## src/rtl/spi_adc_pkg.sv

```systemverilog
// Shared state type, address width and sizing helper for the SPI ADC sequencer.
package spi_adc_pkg;

   typedef enum logic [1:0] {IDLE, SETUP, SHIFT, HOLD} state_e;

   localparam int unsigned ADDR_BITS = 3;

   function automatic int unsigned clogb2(input int unsigned value);
      int unsigned w;
      w = 0;
      for (int unsigned i = 0; i < 32; i++) begin
         if ((64'd1 << i) < 64'(value)) w = i + 1;
      end
      return w;
   endfunction

endpackage

```

## src/rtl/spi_adc_sequencer_if.sv

```systemverilog
// Sample stream leaving the sequencer: head of the output FIFO plus valid/ready.
interface spi_adc_sequencer_if
   import spi_adc_pkg::*;
#(
   parameter int unsigned SAMPLE_WIDTH = 16
);
   logic [SAMPLE_WIDTH-1:0] sample_data;
   logic [ADDR_BITS-1:0]    sample_channel;
   logic                    sample_valid;
   logic                    sample_ready;

   modport master (output sample_data, sample_channel, sample_valid, input sample_ready);
   modport slave  (input sample_data, sample_channel, sample_valid, output sample_ready);
endinterface

```

## src/rtl/spi_adc_sequencer_fifo.sv

```systemverilog
// Synchronous FIFO holding {channel, sample} words; head entry shown combinationally.
module sample_fifo
   import spi_adc_pkg::*;
#(
   parameter int unsigned WIDTH = 19,
   parameter int unsigned DEPTH = 4
) (
   input  logic             clk_i,
   input  logic             rst_i,
   input  logic             push_i,
   input  logic [WIDTH-1:0] wdata_i,
   input  logic             pop_i,
   output logic [WIDTH-1:0] rdata_o,
   output logic             full_o,
   output logic             empty_o
);
   localparam int unsigned AW = (DEPTH > 1) ? clogb2(DEPTH) : 1;

   logic [WIDTH-1:0] mem_q [DEPTH];
   logic [AW-1:0]    wr_q, rd_q;
   logic [AW:0]      cnt_q;
   logic             do_push, do_pop;

   assign full_o  = (cnt_q == (AW+1)'(DEPTH));
   assign empty_o = (cnt_q == '0);
   assign rdata_o = mem_q[rd_q];
   // A pop frees the slot, so a push into a full FIFO succeeds alongside it.
   assign do_push = push_i && (!full_o || pop_i);
   assign do_pop  = pop_i && !empty_o;

   always_ff @(posedge clk_i) begin
      if (rst_i) begin
         for (int unsigned i = 0; i < DEPTH; i++) mem_q[i] <= '0;
         wr_q  <= '0;
         rd_q  <= '0;
         cnt_q <= '0;
      end else begin
         if (do_push) begin
            mem_q[wr_q] <= wdata_i;
            wr_q        <= wr_q + AW'(1);
         end
         if (do_pop) rd_q <= rd_q + AW'(1);
         if (do_push && !do_pop)      cnt_q <= cnt_q + (AW+1)'(1);
         else if (do_pop && !do_push) cnt_q <= cnt_q - (AW+1)'(1);
      end
   end
endmodule

```

## src/rtl/spi_adc_sequencer.sv

```systemverilog
// SPI master sequencing a multi-channel ADC round-robin into a sample FIFO.
// SAMPLE_SIGNED_EN: invert sample MSB at FIFO write (offset-binary to two's complement).
module spi_adc_sequencer
   import spi_adc_pkg::*;
#(
   parameter int unsigned SAMPLE_WIDTH = 16,
   parameter int unsigned FRAME_BITS   = 16,
   parameter int unsigned CHANNELS     = 1,
   parameter int unsigned ADDR_OFFSET  = 2,
   parameter int unsigned CLOCK_DIVIDE = 4,
   parameter int unsigned FRAME_PERIOD = 1000,
   parameter int unsigned BUFFER_DEPTH = 4
) (
   input  logic                clock,
   input  logic                reset,
   input  logic                enable,
   output logic                spi_clock,
   output logic                spi_chipselect,
   output logic                spi_address,
   input  logic                spi_data,
   output logic                overrun,
   spi_adc_sequencer_if.master stream
);
   localparam int unsigned DW = clogb2(CLOCK_DIVIDE);
   localparam int unsigned BW = (FRAME_BITS > 1) ? clogb2(FRAME_BITS) : 1;
   localparam int unsigned PW = clogb2(FRAME_PERIOD + 1);
   localparam int unsigned FW = ADDR_BITS + SAMPLE_WIDTH;

   state_e                  state_q;
   logic [DW-1:0]           div_q;
   logic [BW-1:0]           bit_q;
   logic [PW-1:0]           period_q;
   logic [ADDR_BITS-1:0]    chan_q, chan_d;
   logic [SAMPLE_WIDTH-1:0] rx_q, sample_w;
   logic                    sclk_q, cs_q, addr_q, overrun_q;
   logic                    div_last, push, pop, fifo_full, fifo_empty;
   logic [FW-1:0]           fifo_rdata;

   // Address for frame n is the channel whose sample arrives in frame n+1.
   function automatic logic addr_bit(input int unsigned idx, input logic [ADDR_BITS-1:0] ch);
      int unsigned          rel;
      logic [ADDR_BITS-1:0] sh;
      rel = idx - ADDR_OFFSET;
      sh  = ch << rel;
      return (rel < ADDR_BITS) ? sh[ADDR_BITS-1] : 1'b0;
   endfunction

   assign chan_d   = (chan_q == ADDR_BITS'(CHANNELS - 1)) ? '0 : chan_q + ADDR_BITS'(1);
   assign div_last = (div_q == DW'(CLOCK_DIVIDE - 1));
   assign push     = (state_q == HOLD) && div_last;
   assign pop      = stream.sample_valid && stream.sample_ready;

`ifdef SAMPLE_SIGNED_EN
   assign sample_w = rx_q ^ (SAMPLE_WIDTH'(1) << (SAMPLE_WIDTH - 1));
`else
   assign sample_w = rx_q;
`endif

   always_ff @(posedge clock) begin
      if (reset) begin
         state_q   <= IDLE;
         div_q     <= '0;
         bit_q     <= '0;
         period_q  <= '0;
         chan_q    <= '0;
         rx_q      <= '0;
         sclk_q    <= 1'b1;
         cs_q      <= 1'b1;
         addr_q    <= 1'b0;
         overrun_q <= 1'b0;
      end else begin
         overrun_q <= push && fifo_full && !pop;
         if (period_q != '0) period_q <= period_q - PW'(1);
         div_q <= div_last ? '0 : div_q + DW'(1);
         case (state_q)
            IDLE: begin
               div_q <= '0;
               if (enable && period_q == '0) begin
                  state_q  <= SETUP;
                  cs_q     <= 1'b0;
                  bit_q    <= '0;
                  period_q <= PW'(FRAME_PERIOD - 1);
               end
            end
            SETUP: if (div_last) begin
               state_q <= SHIFT;
               sclk_q  <= 1'b0;
               addr_q  <= addr_bit(0, chan_d);
            end
            SHIFT: if (div_last) begin
               if (!sclk_q) begin
                  sclk_q <= 1'b1;
                  rx_q   <= (rx_q << 1) | SAMPLE_WIDTH'(spi_data);
               end else if (bit_q == BW'(FRAME_BITS - 1)) begin
                  state_q <= HOLD;
                  addr_q  <= 1'b0;
               end else begin
                  sclk_q <= 1'b0;
                  bit_q  <= bit_q + BW'(1);
                  addr_q <= addr_bit(32'(bit_q) + 32'd1, chan_d);
               end
            end
            HOLD: if (div_last) begin
               state_q <= IDLE;
               cs_q    <= 1'b1;
               chan_q  <= chan_d;
            end
         endcase
      end
   end

   sample_fifo #(
      .WIDTH (FW),
      .DEPTH (BUFFER_DEPTH)
   ) u_fifo (
      .clk_i   (clock),
      .rst_i   (reset),
      .push_i  (push),
      .wdata_i ({chan_q, sample_w}),
      .pop_i   (pop),
      .rdata_o (fifo_rdata),
      .full_o  (fifo_full),
      .empty_o (fifo_empty)
   );

   assign {stream.sample_channel, stream.sample_data} = fifo_rdata;
   assign stream.sample_valid = !fifo_empty;
   assign spi_clock           = sclk_q;
   assign spi_chipselect      = cs_q;
   assign spi_address         = addr_q;
   assign overrun             = overrun_q;
endmodule

```

## src/flat_wrapper.sv

```systemverilog
// flat-port wrapper written by rule: the top's interface ports become plain ports
module spi_adc_sequencer_flat import spi_adc_pkg::*;
#(
   parameter int unsigned SAMPLE_WIDTH = 16,
   parameter int unsigned FRAME_BITS   = 16,
   parameter int unsigned CHANNELS     = 1,
   parameter int unsigned ADDR_OFFSET  = 2,
   parameter int unsigned CLOCK_DIVIDE = 4,
   parameter int unsigned FRAME_PERIOD = 1000,
   parameter int unsigned BUFFER_DEPTH = 4
)
  (clock, reset, enable, spi_clock, spi_chipselect, spi_address, spi_data, overrun, stream_sample_data, stream_sample_channel, stream_sample_valid, stream_sample_ready);
  spi_adc_sequencer_if #(.SAMPLE_WIDTH(SAMPLE_WIDTH)) stream_i ();
  input  logic clock;
  input  logic reset;
  input  logic enable;
  output logic spi_clock;
  output logic spi_chipselect;
  output logic spi_address;
  input  logic spi_data;
  output logic overrun;
  output wire logic [$bits(stream_i.sample_data)-1:0] stream_sample_data;
  output wire logic [$bits(stream_i.sample_channel)-1:0] stream_sample_channel;
  output wire logic [$bits(stream_i.sample_valid)-1:0] stream_sample_valid;
  input wire logic [$bits(stream_i.sample_ready)-1:0] stream_sample_ready;
  assign stream_sample_data = stream_i.sample_data;
  assign stream_sample_channel = stream_i.sample_channel;
  assign stream_sample_valid = stream_i.sample_valid;
  assign stream_i.sample_ready = stream_sample_ready;
  spi_adc_sequencer #(.SAMPLE_WIDTH(SAMPLE_WIDTH), .FRAME_BITS(FRAME_BITS), .CHANNELS(CHANNELS), .ADDR_OFFSET(ADDR_OFFSET), .CLOCK_DIVIDE(CLOCK_DIVIDE), .FRAME_PERIOD(FRAME_PERIOD), .BUFFER_DEPTH(BUFFER_DEPTH)) u_core (.clock(clock), .reset(reset), .enable(enable), .spi_clock(spi_clock), .spi_chipselect(spi_chipselect), .spi_address(spi_address), .spi_data(spi_data), .overrun(overrun), .stream(stream_i));
endmodule
```

## config.mk

```make
export PLATFORM = sky130hd
export DESIGN_NAME = spi_adc_sequencer_flat
export DESIGN_NICKNAME = d
export VERILOG_FILES = /design/src/rtl/spi_adc_pkg.sv /design/src/rtl/spi_adc_sequencer_if.sv /design/src/rtl/spi_adc_sequencer_fifo.sv /design/src/rtl/spi_adc_sequencer.sv /design/src/flat_wrapper.sv
export SDC_FILE = /design/constraint.sdc
export NUM_CORES = 1
export LEC_CHECK = 0
export CAP_MARGIN = 0
export CORE_MARGIN = 2
export CORE_UTILIZATION = 30
export CTS_BUF_LIST = sky130_fd_sc_hd__clkbuf_4
export DETAILED_ROUTE_END_ITERATION = 10
export HOLD_SLACK_MARGIN = 0.15
export PLACE_DENSITY = 0.45
export SLEW_MARGIN = 20
export SYNTH_ARGS = -nofsm -noshare
export SYNTH_HDL_FRONTEND = slang
export SYNTH_SLANG_ARGS = --single-unit
```

## constraint.sdc

```tcl
create_clock -name clock -period 5.65 [get_ports clock]
set_input_delay 1.13 -clock clock [delete_from_list [all_inputs] [get_ports clock]]
set_output_delay 1.13 -clock clock [all_outputs]
set_load 0.02 [all_outputs]
```

[Word-level counts from Yosys, hierarchy flattened]
Memories as Yosys holds them, arrays and structs flattened. A register that Yosys moved wholly into a read port is not among the register bits.
Cells that the tools add are included.
Storage, ports and cells
  register bits after elaboration: 48
  latch bits: 0
  memory bits (writable): 76
  ROM bits: 0
  output and inout port bits: 24
  memories: 1
Memories
  u_core.u_fifo.mem_q: depth 4, bits a word 19, read ports 1, clocked after Yosys merged registers in 1, write ports 4, line spi_adc_sequencer_fifo.sv:19  | logic [WIDTH-1:0] mem_q [DEPTH];
Operators by class
  $add $sub $neg: 10
  multipliers: 0
  divide/modulo/power cells: 0
  $lt $le $gt $ge: 1
  equal/unequal tests: 13
  shift-type cells: 1
  muxes and demuxes: 41
  bitwise gates (word level): 2
  reductions and logical operators: 33
Operator list (number)
  < comparator 32 x 2 -> 1 bit (second input constant): 1
  << shifter 3 x 32 -> 3 bit: 1
  subtractor 32 x 2 -> 32 bit (second input constant): 1
  2-to-1 mux 10 bit: 3
  2-to-1 mux 19 bit: 1
  OR reduction 19 bit: 1
  2-to-1 mux 2 bit: 9
  2-to-1 mux 1 bit: 16
  2-to-1 mux 4 bit: 4
  OR 16 x 1 -> 16 bit: 1
  != test 2 x 1 -> 1 bit (second input constant): 6
  logical NOT 10 bit: 1
  nonzero test 10 bit: 1
  subtractor 10 x 1 -> 10 bit (second input constant): 1
  logical AND 1 bit: 9
  2-to-1 mux 3 bit: 3
  AND reduction 3 bit: 3
  case mux 2 bit (4 select lines): 1
  case mux 4 bit (2 select lines): 1
  nonzero test 2 bit: 4
  adder 2 x 1 -> 2 bit (second input constant): 3
  adder 3 x 1 -> 3 bit (second input constant): 2
  == test 2 bit (second input constant): 3
  logical NOT 3 bit: 2
  other kinds (17): 23

[Longest topological paths before layout]
Gate-level depths: netlist (run 1).
  word-level depth: 10
  gate-level depth with buffers: 11
  mapped depth without buffers: 9

[Modules after synthesis]
From an unflattened synthesis (run 1), not the netlist that was laid out.
Second synthesis, totals
  cell total of the unflattened synthesis: 483
  area, all modules: 5810.6 um2
Modules (own cells, without submodules)
  sample_fifo: instances 1, cells an instance 231, area each 3722.3 um2, sequential area each 2462.4 um2
  spi_adc_sequencer: instances 1, cells an instance 252, area each 2088.3 um2, sequential area each 820.8 um2

[Least setup slack after synthesis (run 1)]
Ideal clock, no wire load.
  path type: input port to flip-flop
  start point: input stream_sample_ready
  end point: register u_core.u_fifo.cnt_q[2]
  library setup time: 0.070 ns
  arrival: 2.865 ns
  required time: 5.580 ns
  slack: 2.715 ns
  stages on the path: 9
  path buffers: 1
  cell sequence: or4b_1 > and2_1 > clkbuf_1 > ha_1 > inv_1 > fa_1 > xor2_1 > or3_1 > a21oi_1
On the way
  word-level cells in the longest chain between the ends: 6
Ends and longest elaborated chain
  start, declared: line flat_wrapper.sv:25  | input wire logic [$bits(stream_i.sample_ready)-1:0] stream_sample_ready;
  logical AND 1 bit *: line spi_adc_sequencer.sv:51  | assign pop = stream.sample_valid && stream.sample_ready;
  logical OR 1 bit *: line spi_adc_sequencer_fifo.sv:28  | assign do_push = push_i && (!full_o || pop_i);
  logical AND 1 bit *: line spi_adc_sequencer_fifo.sv:28
  net u_core.u_fifo.do_push: line spi_adc_sequencer_fifo.sv:22  | logic do_push, do_pop;
  logical NOT 1 bit: line spi_adc_sequencer_fifo.sv:44  | else if (do_pop && !do_push) cnt_q <= cnt_q - (AW+1)'(1);
  logical AND 1 bit: line spi_adc_sequencer_fifo.sv:44
  nonzero test 2 bit (no source line)
  end signal, assigned: line spi_adc_sequencer_fifo.sv:43  | if (do_push && !do_pop) cnt_q <= cnt_q + (AW+1)'(1);
  end signal, assigned: line spi_adc_sequencer_fifo.sv:44
  end, declared: line spi_adc_sequencer_fifo.sv:21  | logic [AW:0] cnt_q;
The timed path passes the listed nets; every way through them passes the cells marked *.
A chain may end at the register's enable or synchronous reset.

==> report_table.html, run 1 <==
<table>
<tr><th>Metric</th><th>Value</th></tr>
<tr><th colspan="2">Yosys</th></tr>
<tr><td>Sequential-to-total area share from yosys stat</td><td>57.9%</td></tr>
<tr><td>Area share of the leading cell type in the synthesized netlist</td><td>40.3%</td></tr>
<tr><td>Most frequent cell after synthesis</td><td>and2_1</td></tr>
<tr><td>Post-Syn Nets</td><td>485</td></tr>
<tr><td>Post-synthesis instance area</td><td>0.00567 mm2</td></tr>
<tr><td>Count of cell types in the netlist</td><td>slightly above 50</td></tr>
<tr><td>Top post-synthesis cells by area</td><td>edfxtp_1, dfxtp_1, and2_1</td></tr>
<tr><td>Leading area contributor after synthesis</td><td>edfxtp_1</td></tr>
<tr><td>Top post-synthesis cells by count</td><td>and2_1, edfxtp_1, dfxtp_1</td></tr>
<tr><td>Most used flip-flop cell after synthesis</td><td>edfxtp_1</td></tr>
<tr><td>Register bit count reported by yosys</td><td>126</td></tr>
<tr><td>Post-synthesis cell count</td><td>467</td></tr>
<tr><td>Yosys warning total</td><td>0</td></tr>
<tr><td>Async S/R FF share, synth</td><td>0%</td></tr>
<tr><td>Avg Cell Area, Syn</td><td>12.1 um2</td></tr>
<tr><td>Number of flops mapped to enable cells by yosys</td><td>76</td></tr>
<tr><th colspan="2">Job</th></tr>
<tr><td>Maximum Capacitance Violations</td><td>0</td></tr>
<tr><th colspan="2">Worst setup path</th></tr>
<tr><td>Capturing element type of the critical path</td><td>output pin</td></tr>
<tr><td>Type of origin of the critical path</td><td>register</td></tr>
<tr><td>Worst r2r path cells</td><td>7</td></tr>
<tr><td>Maximum fanout along the worst path</td><td>10</td></tr>
<tr><td>Launching point of the worst reg2reg path</td><td>u_core.div_q[0]</td></tr>
<tr><td>Critical path data arrival time</td><td>2.80 ns</td></tr>
<tr><td>Reg2reg setup slack</td><td>between 2 and 3 ns</td></tr>
<tr><td>Worst path slowest cell</td><td>dfxtp_1</td></tr>
<tr><td>CP Cell Sequence</td><td>buf_4 &gt; mux4_2 &gt; clkdlybuf4s50_1</td></tr>
<tr><td>Stage delay of the slowest cell on the critical path</td><td>0.81 ns</td></tr>
<tr><td>Endpoint required time on the critical path</td><td>4.52 ns</td></tr>
<tr><td>Worst setup path category</td><td>register to output pin</td></tr>
<tr><td>Endpoint of the worst register-to-register path</td><td>u_core.u_fifo.mem_q[0][3]</td></tr>
<tr><th colspan="2">Layout</th></tr>
<tr><td>Number of nets at the end of the flow</td><td>511</td></tr>
<tr><td>Relative area change from synthesis to final layout</td><td>13.7%</td></tr>
<tr><td>Share of post-route cells with drive strength above 1</td><td>between 10 and 15%</td></tr>
<tr><td>Final cell area excluding filler cells</td><td>about 0.0064 mm2</td></tr>
<tr><td>Number of fill cells in the layout</td><td>1854</td></tr>
<tr><td>Final core utilization</td><td>roughly a third</td></tr>
<tr><td>Inserted Diodes</td><td>0</td></tr>
<tr><th colspan="2">Global route</th></tr>
<tr><td>Routing usage on met3</td><td>4.05%</td></tr>
<tr><td>Met2 track demand over resource in global routing</td><td>approximately 20%</td></tr>
<tr><td>Busiest grt layer</td><td>met2</td></tr>
<tr><td>Pin count of the biggest net entering global routing</td><td>57</td></tr>
<tr><td>GRT Resource Usage Total</td><td>12.9%</td></tr>
<tr><td>Global route overflow</td><td>0</td></tr>
<tr><td>First-pass GRT wire length</td><td>19600 um</td></tr>
<tr><td>Number of global-route vias before repair</td><td>3637</td></tr>
<tr><td>Number of antenna violations at the first check in global routing</td><td>0</td></tr>
<tr><td>Met1 GRT Util</td><td>17.0%</td></tr>
<tr><th colspan="2">Clock tree</th></tr>
<tr><td>CTS tree</td><td>yes</td></tr>
<tr><td>Largest buffer count on any clock path</td><td>2</td></tr>
<tr><td>Total clock sinks</td><td>between 100 and 150</td></tr>
<tr><td>Clock root cell</td><td>clkbuf_4</td></tr>
<tr><td>Cts hold-fix bufs</td><td>0</td></tr>
<tr><td>Number of clock buffers inserted by TritonCTS</td><td>17</td></tr>
<tr><td>Setup Buffers After CTS</td><td>0</td></tr>
<tr><td>Level count of the clock H-tree</td><td>4</td></tr>
<tr><td>Source-to-sink clock delay at the later pin of the worst-skew pair</td><td>approximately 0.52 ns</td></tr>
<tr><td>CTS clock-pin slew for the worst setup and hold paths</td><td>0.11 ns</td></tr>
<tr><td>Post-CTS sizing</td><td>0</td></tr>
<tr><th colspan="2">Pwr</th></tr>
<tr><td>Power density over the cells</td><td>about 370 mW/mm2</td></tr>
<tr><td>LEAKAGE</td><td>2.23 nW</td></tr>
<tr><td>Maximum vdd ir drop</td><td>196 uV</td></tr>
<tr><th colspan="2">Floorplan</th></tr>
<tr><td>Initial Utilization</td><td>30.4%</td></tr>
<tr><td>Std-Cell Rows</td><td>50</td></tr>
<tr><td>Io pins</td><td>29</td></tr>
<tr><td>Core area</td><td>0.0186 mm2</td></tr>
<tr><td>Vertical die dimension</td><td>141 um</td></tr>
<tr><td>Die width</td><td>141 um</td></tr>
<tr><td>Die area</td><td>about 0.02 mm2</td></tr>
<tr><th colspan="2">Min path</th></tr>
<tr><td>Startpoint of the tightest hold check path</td><td>u_core.div_q[0]</td></tr>
<tr><td>HP Class</td><td>register to register</td></tr>
<tr><td>Hold Path Stages</td><td>1</td></tr>
<tr><td>Worst min-delay path endpoint</td><td>u_core.div_q[0]</td></tr>
<tr><th colspan="2">STA</th></tr>
<tr><td>RSZ-0062 raised after global routing</td><td>no</td></tr>
<tr><td>Relative max-transition margin</td><td>31.4%</td></tr>
<tr><td>Final-report hold violation count</td><td>0</td></tr>
<tr><td>Final cycle utilization of the critical path</td><td>69.5%</td></tr>
<tr><td>Setup violations, final</td><td>0</td></tr>
<tr><td>Worst-case clock skew</td><td>~0.019 ns</td></tr>
<tr><td>Max-slew violation total from the final report</td><td>0</td></tr>
<tr><td>Final sum of negative setup slack</td><td>0 ns</td></tr>
<tr><td>Maximum clock rate</td><td>0.255 GHz</td></tr>
<tr><td>Final critical delay including setup and external delays</td><td>slightly below 4 ns</td></tr>
<tr><td>Worst Tran Pin Value</td><td>approximately 1 ns</td></tr>
<tr><th colspan="2">Placement</th></tr>
<tr><td>Placed cell area</td><td>a little over 0.006 mm2</td></tr>
<tr><td>Weighted congestion at the end of routability-driven global placement</td><td>0.739</td></tr>
<tr><td>IO Port Bufs</td><td>28</td></tr>
<tr><td>Post-detailed-placement half-perimeter wirelength</td><td>7640 um</td></tr>
<tr><th colspan="2">Routing</th></tr>
<tr><td>Total number of vias</td><td>3485</td></tr>
<tr><td>Average detailed-routed wire length per instance</td><td>15.9 um</td></tr>
<tr><td>Wirelength, routed</td><td>11700 um</td></tr>
<tr><td>Detailed Route Iter0 Violations</td><td>150</td></tr>
<tr><td>Residual DRC</td><td>0</td></tr>
<tr><td>DRT antenna net count</td><td>0</td></tr>
<tr><td>First-pass iteration count of the detailed router</td><td>4</td></tr>
<tr><td>Vias per std cell</td><td>4.71</td></tr>
<tr><th colspan="2">Run status</th></tr>
<tr><td>Run status</td><td>complete, no violations</td></tr>
</table>
==> cell usage in the layout (no fill, tap or decap), types with 4 or more instances in the layout <==
cell type / count
and2_1: 78
edfxtp_1: 76
dfxtp_1: 50
nand2_1: 44
a21oi_1: 32
clkdlybuf4s50_1: 27
clkbuf_4: 24
mux4_2: 19
nor2_1: 14
inv_1: 12
ha_1: 12
nor3_1: 9
nand3_1: 7
nand2b_1: 7
xnor2_1: 6
o21ai_0: 6
or3_1: 5
xor2_1: 5
buf_4: 5
or4b_1: 4
a31oi_1: 4
mux2i_1: 4
==> report_power, final <==
group / total, W / leakage (nW) / switching [W] / internal (W)
clock: 0.000616 / 0.156 / 0.000322 / 0.000294
combinational: 0.000654 / 0.887 / 0.000329 / 0.000324
sequential: 0.00113 / 1.19 / 0.0000832 / 0.00104
total: 0.00240 / 2.23 / 0.000734 / 0.00166
==> cell families after synthesis <==
group | after synthesis | share of synthesized area [%]
simple gates | 197 | 19.9
fa+ha+maj | 13 | 3.00
compound gates | 58 | 6.29
flops | 126 | 57.9
xor+xnor | 11 | 1.70
buf+inv | 38 | 2.74
mux | 24 | 8.46
==> area by class of cell <==
class | count | area, um2 | area share (%)
inverter | 12 | 45.0 | 0.699
sequential | 126 | 3280 | 50.9
timing repair buffer | 33 | 313 | 4.85
multi-input combinational | 303 | 2240 | 34.7
tap | 234 | 293 | 4.54
clock inverter | 8 | 95.1 | 1.48
clock buffer | 24 | 180 | 2.80
==> worst max-delay path by stage <==
stage                              startpoint                          to  cells past startpoint
after floorplan           stream_sample_ready      u_core.u_fifo.cnt_q[2]                      9
after global placement    stream_sample_ready   u_core.u_fifo.mem_q[0][9]                      7
after detailed placement  stream_sample_ready  u_core.u_fifo.mem_q[0][11]                      7
after CTS                            register       stream_sample_data[8]                      3
after global routing                 register       stream_sample_data[8]                      3
final                                register       stream_sample_data[8]                      3
==> sequential cells by signal (all words and copies together), names as in the netlist, named ones only <==
signal,cells
u_core.u_fifo.rd_q,2
u_core.spi_chipselect,1
u_core.spi_address,1
u_core.spi_clock,1
u_core.bit_q,4
u_core.period_q,10
u_core.rx_q,16
u_core.u_fifo.cnt_q,3
u_core.u_fifo.mem_q,76
u_core.u_fifo.wr_q,2
u_core.chan_q,3
u_core.overrun,1
u_core.state_q,2
u_core.div_q,2
==> metal layers <==
layer / part of all wire [%] / wire length [um]
met4: 1.1 / 130
met3: 2.9 / 339
met5: 0 / 0
met1: 49 / 5770
met2: 47 / 5490
==> per-stage QoR <==
step                setup WS, ns  hold slack (ns)  total power (W)  std cells
global placement            1.89            0.410          0.00180        708
floorplan                   2.71            0.399          0.00162        467
detailed placement          1.87            0.425          0.00181        708
finish                      1.72            0.434          0.00240        740
CTS                         1.58            0.443          0.00243        740
global route                1.44            0.458          0.00255        740
==> worst max-delay path: cells and delay by family (launching register included) <==
| family | cells | cell delay [ns] |
|---|---|---|
| mux | 1 | 0.53 |
| buf+inv | 2 | 0.93 |
| flops | 1 | 0.81 |
No activity file was read; power rests on OpenSTA's default activity.
==> run 2, diff against run 1 <==
--- a/config.mk
+++ b/config.mk
@@ -11,7 +11,7 @@
 export CTS_BUF_LIST = sky130_fd_sc_hd__clkbuf_4
 export DETAILED_ROUTE_END_ITERATION = 10
 export HOLD_SLACK_MARGIN = 0.15
-export PLACE_DENSITY = 0.45
+export PLACE_DENSITY = 0.46
 export SLEW_MARGIN = 20
 export SYNTH_ARGS = -nofsm -noshare
 export SYNTH_HDL_FRONTEND = slang
==> constraint.sdc (replaced) <==
create_clock -name clock -period 3.6 [get_ports clock]
set_input_delay 0.72 -clock clock [delete_from_list [all_inputs] [get_ports clock]]
set_output_delay 0.72 -clock clock [all_outputs]
set_load 0.02 [all_outputs]
==> report_table.html, run 2 (synthesis results as in run 1) <==
<table>
<tr><th>Metric</th><th>Value</th></tr>
<tr><th colspan="2">Worst setup path</th></tr>
<tr><td>Worst r2r path cells</td><td>9</td></tr>
<tr><td>Critical path data arrival time</td><td>2.37 ns</td></tr>
<tr><td>Endpoint required time on the critical path</td><td>2.88 ns</td></tr>
<tr><td>Maximum fanout along the worst path</td><td>19</td></tr>
<tr><td>CP Cell Sequence</td><td>buf_4 &gt; mux4_2 &gt; clkdlybuf4s50_1</td></tr>
<tr><td>Launching point of the worst reg2reg path</td><td>u_core.div_q[0]</td></tr>
<tr><td>Worst path slowest cell</td><td>mux4_2</td></tr>
<tr><td>Reg2reg setup slack</td><td>about 1.1 ns</td></tr>
<tr><td>Stage delay of the slowest cell on the critical path</td><td>0.61 ns</td></tr>
<tr><td>Type of origin of the critical path</td><td>register</td></tr>
<tr><td>Endpoint of the worst register-to-register path</td><td>u_core.u_fifo.cnt_q[2]</td></tr>
<tr><td>Capturing element type of the critical path</td><td>output pin</td></tr>
<tr><td>Worst setup path category</td><td>register to output pin</td></tr>
<tr><th colspan="2">Pwr</th></tr>
<tr><td>P_int</td><td>0.00254 W</td></tr>
<tr><td>Sw frac</td><td>between 30% and 40%</td></tr>
<tr><td>LEAKAGE</td><td>2.23 nW</td></tr>
<tr><td>Relative contribution of the clock network to total power</td><td>24.8%</td></tr>
<tr><td>Sw Pwr</td><td>0.00118 W</td></tr>
<tr><td>Maximum vdd ir drop</td><td>296 uV</td></tr>
<tr><td>Power density over the cells</td><td>578 mW/mm2</td></tr>
<tr><td>Combinational fraction of design power</td><td>between 20% and 30%</td></tr>
<tr><td>Flop pwr share</td><td>approximately 47%</td></tr>
<tr><th colspan="2">Floorplan</th></tr>
<tr><td>Std-Cell Rows</td><td>50</td></tr>
<tr><td>Die area</td><td>0.0200 mm2</td></tr>
<tr><td>Vertical die dimension</td><td>roughly 140 um</td></tr>
<tr><td>Die width</td><td>141 um</td></tr>
<tr><td>Initial Utilization</td><td>a little under a third</td></tr>
<tr><td>Core area</td><td>0.0186 mm2</td></tr>
<tr><td>Io pins</td><td>29</td></tr>
<tr><th colspan="2">STA</th></tr>
<tr><td>Setup violations, final</td><td>0</td></tr>
<tr><td>Relative max-transition margin</td><td>57.8%</td></tr>
<tr><td>RSZ-0062 raised after global routing</td><td>no</td></tr>
<tr><td>Final cycle utilization of the critical path</td><td>between 80% and 90%</td></tr>
<tr><td>Worst Tran Pin Value</td><td>about 0.63 ns</td></tr>
<tr><td>Maximum clock rate</td><td>about 0.32 GHz</td></tr>
<tr><td>Max-slew violation total from the final report</td><td>0</td></tr>
<tr><td>Final sum of negative setup slack</td><td>0 ns</td></tr>
<tr><td>Final-report hold violation count</td><td>0</td></tr>
<tr><td>Final critical delay including setup and external delays</td><td>3.09 ns</td></tr>
<tr><td>Worst-case clock skew</td><td>0.0175 ns</td></tr>
<tr><th colspan="2">Layout</th></tr>
<tr><td>Most frequent cells in the layout</td><td>and2_1, edfxtp_1, dfxtp_1</td></tr>
<tr><td>Largest registers in the final layout</td><td>u_core.u_fifo.mem_q: 76 flops, u_core.rx_q: 16 flops, u_core.period_q: 10 flops</td></tr>
<tr><td>Register bank with the most flops</td><td>u_core.u_fifo.mem_q</td></tr>
<tr><td>Filler-free cell count of the finished design</td><td>between 700 and 800</td></tr>
<tr><td>Max FFs per register</td><td>76</td></tr>
<tr><td>Share of post-route cells with drive strength above 1</td><td>between 10 and 15%</td></tr>
<tr><td>Commonest non-fill, non-tap cell in the layout</td><td>and2_1</td></tr>
<tr><td>Final cell area excluding filler cells</td><td>0.00644 mm2</td></tr>
<tr><td>Inserted Diodes</td><td>0</td></tr>
<tr><td>Sequential cell area</td><td>0.00328 mm2</td></tr>
<tr><td>Number of nets at the end of the flow</td><td>513</td></tr>
<tr><td>Number of fill cells in the layout</td><td>around 1900</td></tr>
<tr><td>Relative area change from synthesis to final layout</td><td>13.6%</td></tr>
<tr><td>Area of the multi-input gates</td><td>around 0.0022 mm2</td></tr>
<tr><th colspan="2">Global route</th></tr>
<tr><td>Pin count of the biggest net entering global routing</td><td>57</td></tr>
<tr><td>Global route overflow</td><td>0</td></tr>
<tr><td>Number of antenna violations at the first check in global routing</td><td>0</td></tr>
<tr><td>GRT Resource Usage Total</td><td>between 10 and 15%</td></tr>
<tr><td>First-pass GRT wire length</td><td>18900 um</td></tr>
<tr><td>Number of global-route vias before repair</td><td>3511</td></tr>
<tr><th colspan="2">Routing</th></tr>
<tr><td>Average detailed-routed wire length per instance</td><td>15.7 um</td></tr>
<tr><td>Detailed Route Iter0 Violations</td><td>193</td></tr>
<tr><td>Uppermost metal layer occupied by signal nets</td><td>met4</td></tr>
<tr><td>First-pass iteration count of the detailed router</td><td>4</td></tr>
<tr><td>Routed met1 length</td><td>5530 um</td></tr>
<tr><td>Met2 layer wire length in the routed design</td><td>~5600 um</td></tr>
<tr><td>Residual DRC</td><td>0</td></tr>
<tr><td>Vias per std cell</td><td>about 4.7</td></tr>
<tr><td>DRT antenna net count</td><td>0</td></tr>
<tr><td>Met3 WL post-DR</td><td>355 um</td></tr>
<tr><td>Wirelength, routed</td><td>11600 um</td></tr>
<tr><td>Total number of vias</td><td>3467</td></tr>
<tr><th colspan="2">Clock tree</th></tr>
<tr><td>Level count of the clock H-tree</td><td>4</td></tr>
<tr><td>Setup Buffers After CTS</td><td>0</td></tr>
<tr><td>Cts hold-fix bufs</td><td>0</td></tr>
<tr><td>Largest buffer count on any clock path</td><td>2</td></tr>
<tr><td>Clock root cell</td><td>clkbuf_4</td></tr>
<tr><td>Post-CTS sizing</td><td>0</td></tr>
<tr><td>CTS tree</td><td>yes</td></tr>
<tr><td>Number of clock buffers inserted by TritonCTS</td><td>17</td></tr>
<tr><td>Source-to-sink clock delay at the later pin of the worst-skew pair</td><td>0.52 ns</td></tr>
<tr><td>Total clock sinks</td><td>126</td></tr>
<tr><td>CTS clock-pin slew for the worst setup and hold paths</td><td>0.11 ns</td></tr>
<tr><th colspan="2">Min path</th></tr>
<tr><td>Worst min-delay path endpoint</td><td>u_core.div_q[0]</td></tr>
<tr><td>Hold Path Stages</td><td>1</td></tr>
<tr><td>HP Class</td><td>register to register</td></tr>
<tr><td>Startpoint of the tightest hold check path</td><td>u_core.div_q[0]</td></tr>
<tr><th colspan="2">Placement</th></tr>
<tr><td>Post-detailed-placement half-perimeter wirelength</td><td>7350 um</td></tr>
<tr><td>Placed cell area</td><td>slightly above 0.006 mm2</td></tr>
<tr><td>IO Port Bufs</td><td>28</td></tr>
<tr><td>Weighted congestion at the end of routability-driven global placement</td><td>0.723</td></tr>
<tr><td>Number of placed instances, taps included</td><td>710</td></tr>
<tr><th colspan="2">Run status</th></tr>
<tr><td>Run status</td><td>complete, no violations</td></tr>
<tr><th colspan="2">Job</th></tr>
<tr><td>Maximum Capacitance Violations</td><td>0</td></tr>
</table>
==> run 2: changes by cell type in the layout (fill, tap and decap cells not counted) <==
cell	previous run	this run
clkbuf_4	24	17
clkinv_2	3	7
buf_4	5	7
clkinv_1	1	2
clkinv_4	1	2
nor2_1	14	15
nor2_2	1	0
==> run 2: power by group through the flow <==
| stage | clock [W] | sequential [W] | combinational (W) |
|---|---|---|---|
| finish | 0.000924 | 0.00173 | 0.00107 |
| global route | 0.00102 | 0.00175 | 0.00117 |
| CTS | 0.000955 | 0.00173 | 0.00109 |
| detailed placement | 0 | 0.00176 | 0.00108 |
| global placement | 0 | 0.00176 | 0.00107 |
| floorplan | 0 | 0.00175 | 0.000786 |
==> run 2: final cells by class <==
cell class	instances	area share (%)
clock inverters	14	1.98
well taps	234	4.55
flip-flops and latches	126	51.0
multi-input cells	303	34.7
clock buffers	17	1.98
repair buffers	35	5.09
inverters	12	0.700
==> run 2: metal layers <==
metal / GRT usage [%] / up-vias
li1: - / 1736
met1: 15.6 / 1680
met2: 20.3 / 41
met3: 4.18 / 10
met4: 3.63 / 0
met5: 0 / -
==> run 2: worst max-delay path, delay by kind of cell, from the launching register on <==
| kind | cells | cell delay (ns) |
|---|---|---|
| muxes | 1 | 0.61 |
| buffers and inverters | 2 | 0.93 |
| DFF | 1 | 0.32 |
==> run 2: worst max-delay path by stage <==
| stage | startpoint | endpoint | slack, ns | cells after the start |
|---|---|---|---|---|
| floorplan | stream_sample_ready | u_core.u_fifo.cnt_q[2] | 1.07 | 9 |
| global placement | stream_sample_ready | u_core.u_fifo.mem_q[2][6] | 0.54 | 6 |
| detailed placement | stream_sample_ready | u_core.u_fifo.mem_q[2][5] | 0.48 | 6 |
| CTS | register | stream_sample_channel[2] | 0.43 | 3 |
| global route | register | stream_sample_channel[2] | 0.32 | 3 |
| finish | register | stream_sample_channel[2] | 0.51 | 3 |
==> run 2: through the flow <==
stage          power, W  util [%]  setup slack, ns  hold slack [ns]
2_1_floorplan   0.00254         -             1.07            0.399
3_3_place_gp    0.00283      33.2            0.539            0.411
3_5_place_dp    0.00285      33.2            0.481            0.417
4_1_cts         0.00377      34.5            0.427            0.436
5_1_grt         0.00394      34.5            0.325            0.454
6_report        0.00372      34.5            0.513            0.434
